[src/rtl/agc_gain_controller_pkg.sv]
// Shared definitions for the AGC gain controller.
//   GAIN_W      : width of the gain index driven to mapping_function
//   COARSE_STEP : gain step applied for clipping / very weak signal
//   FINE_STEP   : gain step applied for slightly out-of-window peaks
//   agc_state_t : controller FSM states
package agc_gain_controller_pkg;

  localparam int unsigned GAIN_W      = 6;
  localparam int unsigned COARSE_STEP = 4;
  localparam int unsigned FINE_STEP   = 1;

  typedef enum logic [2:0] {
    ST_IDLE,
    ST_MEASURE,
    ST_DECIDE,
    ST_SETTLE,
    ST_LOCKED
  } agc_state_t;

endpackage

[src/rtl/agc_gain_controller_peak.sv]
// agc_peak_detector: saturating |sample| and windowed peak (running max).
//   clk, resetn : clock, async active-low reset
//   measure_en  : high while a window is being accumulated; low clears
//                 the peak and the sample count
//   adc_data    : signed sample
//   adc_valid   : sample qualifier
//   peak        : running maximum magnitude of the current window
//   win_done    : high in the cycle the WIN_LEN-th valid sample is absorbed
module agc_peak_detector #(
  parameter int unsigned DATA_W  = 8,
  parameter int unsigned WIN_LEN = 64
) (
  input  logic              clk,
  input  logic              resetn,
  input  logic              measure_en,
  input  logic [DATA_W-1:0] adc_data,
  input  logic              adc_valid,
  output logic [DATA_W-2:0] peak,
  output logic              win_done
);

  localparam int unsigned MW    = DATA_W - 1;
  localparam int unsigned CNT_W = $clog2(WIN_LEN);

  logic [MW-1:0]    mag;
  logic [CNT_W-1:0] cnt_q;
  logic             sample;

  // The most negative code has no positive counterpart; map it to full scale.
  always_comb begin
    mag = adc_data[MW-1:0];
    if (adc_data == {1'b1, {MW{1'b0}}})
      mag = '1;
    else if (adc_data[DATA_W-1])
      mag = MW'(-adc_data);
  end

  assign sample   = measure_en & adc_valid;
  assign win_done = sample && (cnt_q == CNT_W'(WIN_LEN - 1));

  // Count wraps to zero after the last sample since WIN_LEN is a power of two.
  always_ff @(posedge clk or negedge resetn) begin
    if (!resetn) begin
      peak  <= '0;
      cnt_q <= '0;
    end else if (!measure_en) begin
      peak  <= '0;
      cnt_q <= '0;
    end else if (sample) begin
      if (mag > peak)
        peak <= mag;
      cnt_q <= cnt_q + 1'b1;
    end
  end

endmodule

[src/rtl/agc_gain_controller.sv]
// agc_gain_controller: closed-loop AGC stepping a gain index until the
// windowed peak magnitude sits inside [thresh_low, thresh_high].
//   clk, resetn        : clock, async active-low reset
//   agc_en             : loop enable; low returns to IDLE and holds gain
//   adc_data/adc_valid : signed sample and qualifier
//   thresh_high/low    : peak-magnitude window
//   gain_array         : registered gain index 0..GAIN_MAX
//   gain_update        : one-cycle pulse when gain_array changes
//   agc_locked         : registered lock flag
module agc_gain_controller
  import agc_gain_controller_pkg::*;
#(
  parameter int unsigned DATA_W     = 8,
  parameter int unsigned WIN_LEN    = 64,
  parameter int unsigned SETTLE_CYC = 16,
  parameter int unsigned LOCK_CNT   = 4,
  parameter int unsigned GAIN_MAX   = 38
) (
  input  logic              clk,
  input  logic              resetn,
  input  logic              agc_en,
  input  logic [DATA_W-1:0] adc_data,
  input  logic              adc_valid,
  input  logic [DATA_W-2:0] thresh_high,
  input  logic [DATA_W-2:0] thresh_low,
  output logic [GAIN_W-1:0] gain_array,
  output logic              gain_update,
  output logic              agc_locked
);

  localparam int unsigned SET_W = $clog2(SETTLE_CYC + 1);
  localparam int unsigned IR_W  = $clog2(LOCK_CNT + 1);

  agc_state_t        state_q, state_d;
  logic [GAIN_W-1:0] gain_d;
  logic              upd_d, locked_d;
  logic [SET_W-1:0]  settle_q, settle_d;
  logic [IR_W-1:0]   ir_q, ir_d;
  logic              eval_q, eval_d;
  logic              measure_en;
  logic [DATA_W-2:0] peak;
  logic              win_done;
  logic [6:0]        g7, g7_next;
  logic [GAIN_W-1:0] gain_calc;
  logic              in_range, changed;

  agc_peak_detector #(
    .DATA_W  (DATA_W),
    .WIN_LEN (WIN_LEN)
  ) u_peak (
    .clk        (clk),
    .resetn     (resetn),
    .measure_en (measure_en),
    .adc_data   (adc_data),
    .adc_valid  (adc_valid),
    .peak       (peak),
    .win_done   (win_done)
  );

  // Gain decision on the completed window's peak, clamped in 7 bits.
  assign g7 = {1'b0, gain_array};

  always_comb begin
    in_range = 1'b0;
    g7_next  = g7;
    if (peak == '1)
      g7_next = (g7 < 7'(COARSE_STEP)) ? '0 : g7 - 7'(COARSE_STEP);
    else if (peak > thresh_high)
      g7_next = (g7 < 7'(FINE_STEP)) ? '0 : g7 - 7'(FINE_STEP);
    else if (peak < (thresh_low >> 2))
      g7_next = (g7 + 7'(COARSE_STEP) > 7'(GAIN_MAX)) ? 7'(GAIN_MAX) : g7 + 7'(COARSE_STEP);
    else if (peak < thresh_low)
      g7_next = (g7 + 7'(FINE_STEP) > 7'(GAIN_MAX)) ? 7'(GAIN_MAX) : g7 + 7'(FINE_STEP);
    else
      in_range = 1'b1;
  end

  assign gain_calc = GAIN_W'(g7_next);
  assign changed   = (gain_calc != gain_array);

  // LOCKED evaluates a finished window in a following cycle (eval_q) so the
  // decision sees the final registered peak, matching DECIDE timing.
  always_comb begin
    state_d    = state_q;
    gain_d     = gain_array;
    upd_d      = 1'b0;
    locked_d   = agc_locked;
    settle_d   = '0;
    ir_d       = ir_q;
    eval_d     = 1'b0;
    measure_en = 1'b0;
    if (!agc_en) begin
      state_d  = ST_IDLE;
      ir_d     = '0;
      locked_d = 1'b0;
    end else begin
      case (state_q)
        ST_IDLE: state_d = ST_MEASURE;
        ST_MEASURE: begin
          measure_en = 1'b1;
          if (win_done)
            state_d = ST_DECIDE;
        end
        ST_DECIDE: begin
          if (in_range) begin
            if (ir_q + IR_W'(1) >= IR_W'(LOCK_CNT)) begin
              state_d  = ST_LOCKED;
              locked_d = 1'b1;
              ir_d     = '0;
            end else begin
              ir_d    = ir_q + IR_W'(1);
              state_d = ST_MEASURE;
            end
          end else begin
            ir_d = '0;
            if (changed) begin
              gain_d  = gain_calc;
              upd_d   = 1'b1;
              state_d = ST_SETTLE;
            end else begin
              state_d = ST_MEASURE;
            end
          end
        end
        ST_SETTLE: begin
          if (settle_q == SET_W'(SETTLE_CYC - 1))
            state_d = ST_MEASURE;
          else
            settle_d = settle_q + SET_W'(1);
        end
        ST_LOCKED: begin
          if (eval_q) begin
            if (!in_range) begin
              locked_d = 1'b0;
              ir_d     = '0;
              if (changed) begin
                gain_d  = gain_calc;
                upd_d   = 1'b1;
                state_d = ST_SETTLE;
              end else begin
                state_d = ST_MEASURE;
              end
            end
          end else begin
            measure_en = 1'b1;
            if (win_done)
              eval_d = 1'b1;
          end
        end
        default: state_d = ST_IDLE;
      endcase
    end
  end

  always_ff @(posedge clk or negedge resetn) begin
    if (!resetn) begin
      state_q     <= ST_IDLE;
      gain_array  <= GAIN_W'(GAIN_MAX);
      gain_update <= 1'b0;
      agc_locked  <= 1'b0;
      settle_q    <= '0;
      ir_q        <= '0;
      eval_q      <= 1'b0;
    end else begin
      state_q     <= state_d;
      gain_array  <= gain_d;
      gain_update <= upd_d;
      agc_locked  <= locked_d;
      settle_q    <= settle_d;
      ir_q        <= ir_d;
      eval_q      <= eval_d;
    end
  end

endmodule

[config.mk]
export PLATFORM = sky130hd
export DESIGN_NAME = agc_gain_controller
export DESIGN_NICKNAME = d
export VERILOG_FILES = /design/src/rtl/agc_gain_controller_pkg.sv /design/src/rtl/agc_gain_controller_peak.sv /design/src/rtl/agc_gain_controller.sv
export SDC_FILE = /design/constraint.sdc
export NUM_CORES = 1
export LEC_CHECK = 0
export CORE_MARGIN = 2
export CORE_UTILIZATION = 50
export DETAILED_ROUTE_END_ITERATION = 10
export DONT_BUFFER_PORTS = 1
export SYNTH_ARGS = -nofsm -noshare
export SYNTH_HDL_FRONTEND = slang
export SYNTH_SLANG_ARGS = --single-unit
[constraint.sdc]
create_clock -name clk -period 6.2 [get_ports clk]
set_input_delay 0.31 -clock clk [delete_from_list [all_inputs] [get_ports clk]]
set_output_delay 0.31 -clock clk [all_outputs]
set_load 0.02 [all_outputs]
# Word level (Yosys, flattened, before mapping)
# Cells that the tools add are included.
totals:
  regBits: 33
classes:
  n_addsub: 8
  magnitude_cmp: 9
  n_eq_ne: 19
  mux: 59
  bitwise_logic: 1
  n_reduce_logical: 8
ops:
  columns: ["op", "count"]
  rows:
  - ["2-to-1 mux 6 bit", 13]
  - ["2-to-1 mux 3 bit", 12]
  - ["2-to-1 mux 7 bit", 5]
  - ["2-to-1 mux 1 bit", 19]
  - ["2-to-1 mux 5 bit", 3]
  - ["inequality test 3 bit (second input constant)", 5]
  - ["case mux 3 bit (5 select lines)", 1]
  - ["greater-than comparator 7 x 6 -> 1 bit (second input constant)", 2]
  - ["greater-than comparator 7 bit", 2]
  - ["case mux 6 bit (2 select lines)", 1]
  - ["equality test 8 bit (second input constant)", 1]
  - ["adder 6 x 1 -> 7 bit (second input constant)", 1]
  - ["adder 6 x 3 -> 7 bit (second input constant)", 1]
  - ["equality test 7 bit (second input constant)", 1]
  - ["less-than comparator 7 x 5 -> 1 bit", 1]
  - ["less-than comparator 7 bit", 1]
  - ["negator 7 bit", 1]
  - ["adder 6 x 1 -> 6 bit (second input constant)", 1]
  - ["equality test 3 x 2 -> 1 bit (second input constant)", 2]
  - ["equality test 6 bit (second input constant)", 1]
  - ["less-than comparator 6 x 1 -> 1 bit (second input constant)", 1]
  - ["less-than comparator 6 x 3 -> 1 bit (second input constant)", 1]
  - ["inequality test 2 bit (second input constant)", 3]
  - ["inequality test 6 bit", 1]
  - ["other kinds (21)", 24]

# Longest topological paths before layout
depth:
  word_depth: 13
  mapped_depth: 17
  ltp_nobuf: 15

# Cells and area by module
# A second synthesis with hierarchy kept.
hier_totals:
  hier_cells: 396
  area_unflattened_um2: 3304.4
modules_own_cells:
  columns: ["module", "n_inst", "cells_per_inst", "area_per_inst_um2"]
  rows:
  - ["agc_gain_controller", 1, 283, 2282.2]
  - ["agc_peak_detector", 1, 113, 1022.2]

# Worst setup path after synthesis
# Ideal clock, no wire load.
synth_timing:
  path_type: "input to register"
  start: "in adc_data[2]"
  end: "reg u_peak.peak[1]"
  setup_time_ns: 0.099
  arrival_time_ns: 3.217
  path_slack_ns: 2.883
  path_stages: 14
  path_buffers: 2
  path_cell_list: "or3_1 -> or3b_2 -> or3b_2 -> clkbuf_1 -> nand2_1 -> ha_1 -> nor2b_1 -> o21ai_0 -> nand2b_1 -> a21oi_1 -> o21ai_0 -> o211a_1 -> buf_1 -> a311oi_1"
synth_between:
  elab_chain_cells: 6
  word_cells_on_any_way: 10
synth_lines:
  columns: ["element", "line_no", "source"]
  rows:
  - ["from (decl)", "agc_gain_controller.sv:22", "input logic [DATA_W-1:0] adc_data,"]
  - ["negator 7 bit", "agc_gain_controller_peak.sv:35", "mag = MW'(-adc_data);"]
  - ["2-to-1 mux 7 bit", "agc_gain_controller_peak.sv:34", "else if (adc_data[DATA_W-1])"]
  - ["2-to-1 mux 7 bit *", "agc_gain_controller_peak.sv:32", "if (adc_data == {1'b1, {MW{1'b0}}})"]
  - ["greater-than comparator 7 bit", "agc_gain_controller_peak.sv:50", "if (mag > peak)"]
  - ["inequality test 2 bit (no source line)", null, null]
  - ["AND reduction 2 bit (no source line)", null, null]
  - ["to (signal assigned)", "agc_gain_controller_peak.sv:51", "peak <= mag;"]
  - ["to (decl)", "agc_gain_controller_peak.sv:18", "output logic [DATA_W-2:0] peak,"]
# Every way passes the cells marked *; elsewhere a longest branch is shown, timed or not. The select of a mux whose other input is x is not followed.
# A chain may end at the register's enable or synchronous reset.

# Final worst setup path
layout_timing:
  start: "reg gain_array[0]"
  end: "reg gain_array[4]"
layout_between:
  elab_chain_cells: 12
  word_cells_on_any_way: 21
layout_lines:
  columns: ["element", "line_no", "source"]
  rows:
  - ["from (decl)", "agc_gain_controller.sv:26", "output logic [GAIN_W-1:0] gain_array,"]
  - ["from (signal assigned)", "agc_gain_controller.sv:158", "gain_array <= GAIN_W'(GAIN_MAX);"]
  - ["from (signal assigned)", "agc_gain_controller.sv:166", "gain_array <= gain_d;"]
  - ["adder 6 x 1 -> 7 bit", "agc_gain_controller.sv:73", "g7_next = (g7 + 7'(FINE_STEP) > 7'(GAIN_MAX)) ? 7'(GAIN_MAX) : g7 + 7'(FINE_STEP);"]
  - ["greater-than comparator 7 x 6 -> 1 bit", "agc_gain_controller.sv:73", null]
  - ["2-to-1 mux 6 bit", "agc_gain_controller.sv:73", null]
  - ["2-to-1 mux 6 bit", "agc_gain_controller.sv:72", "else if (peak < thresh_low)"]
  - ["2-to-1 mux 6 bit", "agc_gain_controller.sv:70", "else if (peak < (thresh_low >> 2))"]
  - ["2-to-1 mux 6 bit", "agc_gain_controller.sv:68", "else if (peak > thresh_high)"]
  - ["2-to-1 mux 6 bit", "agc_gain_controller.sv:66", "if (peak == '1)"]
  - ["inequality test 6 bit", "agc_gain_controller.sv:79", "assign changed = (gain_calc != gain_array);"]
  - ["2-to-1 mux 6 bit *", "agc_gain_controller.sv:116, agc_gain_controller.sv:136", null]
  - ["2-to-1 mux 6 bit *", "agc_gain_controller.sv:133", "if (!in_range) begin"]
  - ["2-to-1 mux 6 bit", "agc_gain_controller.sv:132", "if (eval_q) begin"]
  - ["case mux 6 bit (2 select lines) *", "agc_gain_controller.sv:97", "case (state_q)"]
# Marks and branches as above.

==> summary.txt <==
Status -> finished, final reports clean
Critical Path End -> gain_array[4]
Multi-input gate area -> 2168 um2
Clk root buf -> clkbuf_8
Critical Path AT -> 3790 ps
Dominant cell by count in the synthesized netlist -> nor2_1
Simple-gate area share of the yosys netlist -> 23.91%
Total number of vias -> 2785
Leakage power -> 1.513 nW
Final setup fails -> 0
RSZ-0062 raised after global routing -> false
Relative slew slack -> 53.94%
CP endpoint kind -> register
Skew final -> 18.20 ps
Synth async-reset ratio -> 100.0%
Post-synthesis sequential area ratio -> 26.21%
Clock insertion delay at the later pin of the skew report -> 290 ps
Reg2reg path depth -> 13
DRC violations left -> 0
Number of I/O port buffers -> 0
XOR/XNOR share of the synthesized area -> 5.257%
Count of final hold-check violations -> 0
Clock H-tree levels -> 2
I/O pin cnt -> 34
Stages on worst setup path -> 13
Main area contributors after synthesis -> dfrtp_1 24%, ha_1 14%, nor2_1 5.0%, nand2_1 4.2%, a21oi_1 3.5%
Post-detailed-route wirelength per cell -> 15.57 um
Dpl hpwl -> 5510 um
Worst path top cell family by delay -> simple AND/OR/NAND/NOR gates
Mapped Area -> 3166 um2
Crit path buf inv count -> 2
Post-synthesis adder-cell area fraction -> 13.83%
Total global-route track usage -> 21.30%
TritonCTS Sinks -> 33
Post-synthesis mux area share -> 1.937%
Non-Filler Instances -> 462
Register area -> 829.5 um2
Flop and latch count out of synthesis -> 33
Die Y -> 83.57 um
Cells after DPL -> 452
Die X -> 83.57 um
Yosys warning count -> 0
Critical-path top delay cell -> dfrtp_1
Core Footprint -> 6026 um2
Top_reg_cell synth -> dfrtp_1
Reg clk slew, reported paths -> 90 ps
Measured slew at the worst slew-check pin -> 690.8 ps
Achievable frequency -> 0.2757 GHz
Std-Cell Rows -> 28
Worst path most repeated cell -> inv_2
Post-synth EDFFs -> 0
Post-synth top area cell -> dfrtp_1
Grt ovf -> 0
ANT nets after route -> 0
First-pass GRT wire length -> 12380 um
Share of the synthesized area in the top cell type -> 23.72%
Resized cells post-CTS -> 0
Initial Utilization -> 52.53%
Setup WS post-layout -> 2573 ps
CP startpoint -> gain_array[0]
Critical Path Fanout Max -> 9
Die area -> 6984 um2
Peak supply drop -> 0.2399 mV
Initial antenna violation count -> 0
Pre-antenna DRT Iters -> 5
Synth-to-Final Area Change -> 6.324%
Maximum clock path buffer count -> 2
CP required -> 6370 ps
Reg2reg start -> gain_array[0]
Layout cells sized above 1 -> 8.786%
Worst reg2reg endpoint -> gain_array[4]
Placer Congestion -> 0.9330
Mapped Avg Cell Area -> 8.138 um2
Inserted Clock Buffers -> 5
Hold Path Class -> primary input to register
Setup slack, reg-to-reg -> 2570 ps
Net Count, Synth -> 450
Final WL -> 7193 um
Tmin final -> 3627 ps
Delay of the slowest critical-path stage -> 640 ps
CTS tree -> built
Diode count -> 0
Vias in the first global route -> 2585
Max-cap violations -> 0
Via-per-instance ratio -> 6.028
CP Launch Type -> register
Nets@finish -> 447
FILL cells -> 579
Setup TNS -> 0 ps
Cell chain of the critical path -> inv_2 -> ha_1 -> nor2b_1 -> a2111oi_0 -> o21a_1 -> nor2_1 -> nor3_1 -> or3_1 -> o2111ai_1 -> or4_4 -> nand2_2 -> inv_2 -> a22o_1
Synth Instances -> 389
Main combinational cell family by area after synthesis -> simple AND/OR/NAND/NOR gates
Final period utilization -> 58.50%
Top post-synthesis cells by count -> 42 x nor2_1, 35 x ha_1, 35 x nand2_1, 30 x dfrtp_1, 28 x inv_1
Critical Setup Path Class -> register to register
Largest net degree at the start of global routing -> 34
Power Dens Cells -> 377.7 nW/um2
Pre-CTS setup slack -> 2668 ps
Slew Viols, Final -> 0
Unique masters post-synth -> 67
Compound-Gate Fraction of Synth Area -> 23.56%
Drt initial violations -> 274
==> per-layer routing <==
layer	vias up	global-route usage, %	routed length, um
li1	1406	-	-
met1	1292	30.73	3410
met2	79	33.31	3285
met3	8	3.561	429
met4	0	4.985	68
met5	-	0	0
==> worst min path at each step <==
stage / startpoint / endpoint / slack, ps / cells past startpoint
floorplan: resetn / agc_locked / 10 / 0
global placement: resetn / u_peak.cnt_q[0] / 10 / 0
detailed placement: resetn / u_peak.cnt_q[0] / 10 / 0
CTS: adc_valid / u_peak.cnt_q[0] / 180 / 2
global route: adc_valid / u_peak.cnt_q[0] / 200 / 2
finish: adc_valid / u_peak.cnt_q[0] / 190 / 2
==> through the flow <==
step | power (W) | hold WS (ps) | utilization, % | instance area [um2]
2_1_floorplan | 0.0009028 | 14.41 | - | 3166
3_3_place_gp | 0.001045 | 14.92 | 53.36 | 3216
3_5_place_dp | 0.001041 | 14.83 | 53.36 | 3216
4_1_cts | 0.001268 | 181.4 | 55.86 | 3366
5_1_grt | 0.001376 | 198.4 | 55.86 | 3366
6_report | 0.001271 | 194.2 | 55.86 | 3366
==> cells in the final DEF, fill, tap and decap left out, types with 7 or more instances in the layout <==
cell and count:
or3_1 7, inv_1 28, xnor2_1 8, xor2_1 11
nand3_1 11, nor2_1 42, nand2_1 35, nor3_1 9
ha_1 35, a21oi_1 22, dfrtp_1 30, a311oi_1 7
and2_1 7, o21ai_0 15
==> worst register-to-register path, cell delays in order (launching register included) <==
cell       delay (ps)
dfrtp_1           640
inv_2             170
ha_1              400
nor2b_1           170
a2111oi_0         380
o21a_1            200
nor2_1             70
nor3_1            300
or3_1             180
o2111ai_1         100
or4_4             540
nand2_2           100
inv_2              50
a22o_1            200
==> final cells by class <==
type / count / share of cell area, %
multi-input combinational: 312 / 64.42
sequential: 33 / 24.65
inverter: 31 / 3.457
tap: 75 / 2.788
clock buffer: 6 / 2.454
clock inverter: 2 / 1.115
timing repair buffer: 3 / 1.115
==> flip-flops by register name, indices dropped and copies added, names as in the netlist <==
| register | flops |
|---|---|
| u_peak.peak | 7 |
| gain_array | 6 |
| u_peak.cnt_q | 6 |
| settle_q | 5 |
| ir_q | 3 |
| state_q | 3 |
| agc_locked | 1 |
| eval_q | 1 |
| gain_update | 1 |
==> what timing repair did <==
action / 4_1_cts / 5_1_grt
buffers inserted: 0 / 0
hold buffers: 2 / 0
endpoints found under the hold margin: 33 / 0
==> logic make-up after synthesis <==
group | Yosys count
XOR/XNOR | 19
adder cells (fa/ha/maj) | 35
buffers and inverters | 44
flip-flops | 33
AND/OR/NAND/NOR | 149
AO/OA/AOI/OAI | 103
multiplexers | 6
==> power breakdown <==
part	switching [W]	internal, W	total (W)
Sequential	0.000140	0.000261	0.000400
Clock	0.0000852	0.000131	0.000216
Combinational	0.000374	0.000281	0.000655
Note: power is estimated with default switching activity, not from simulation.
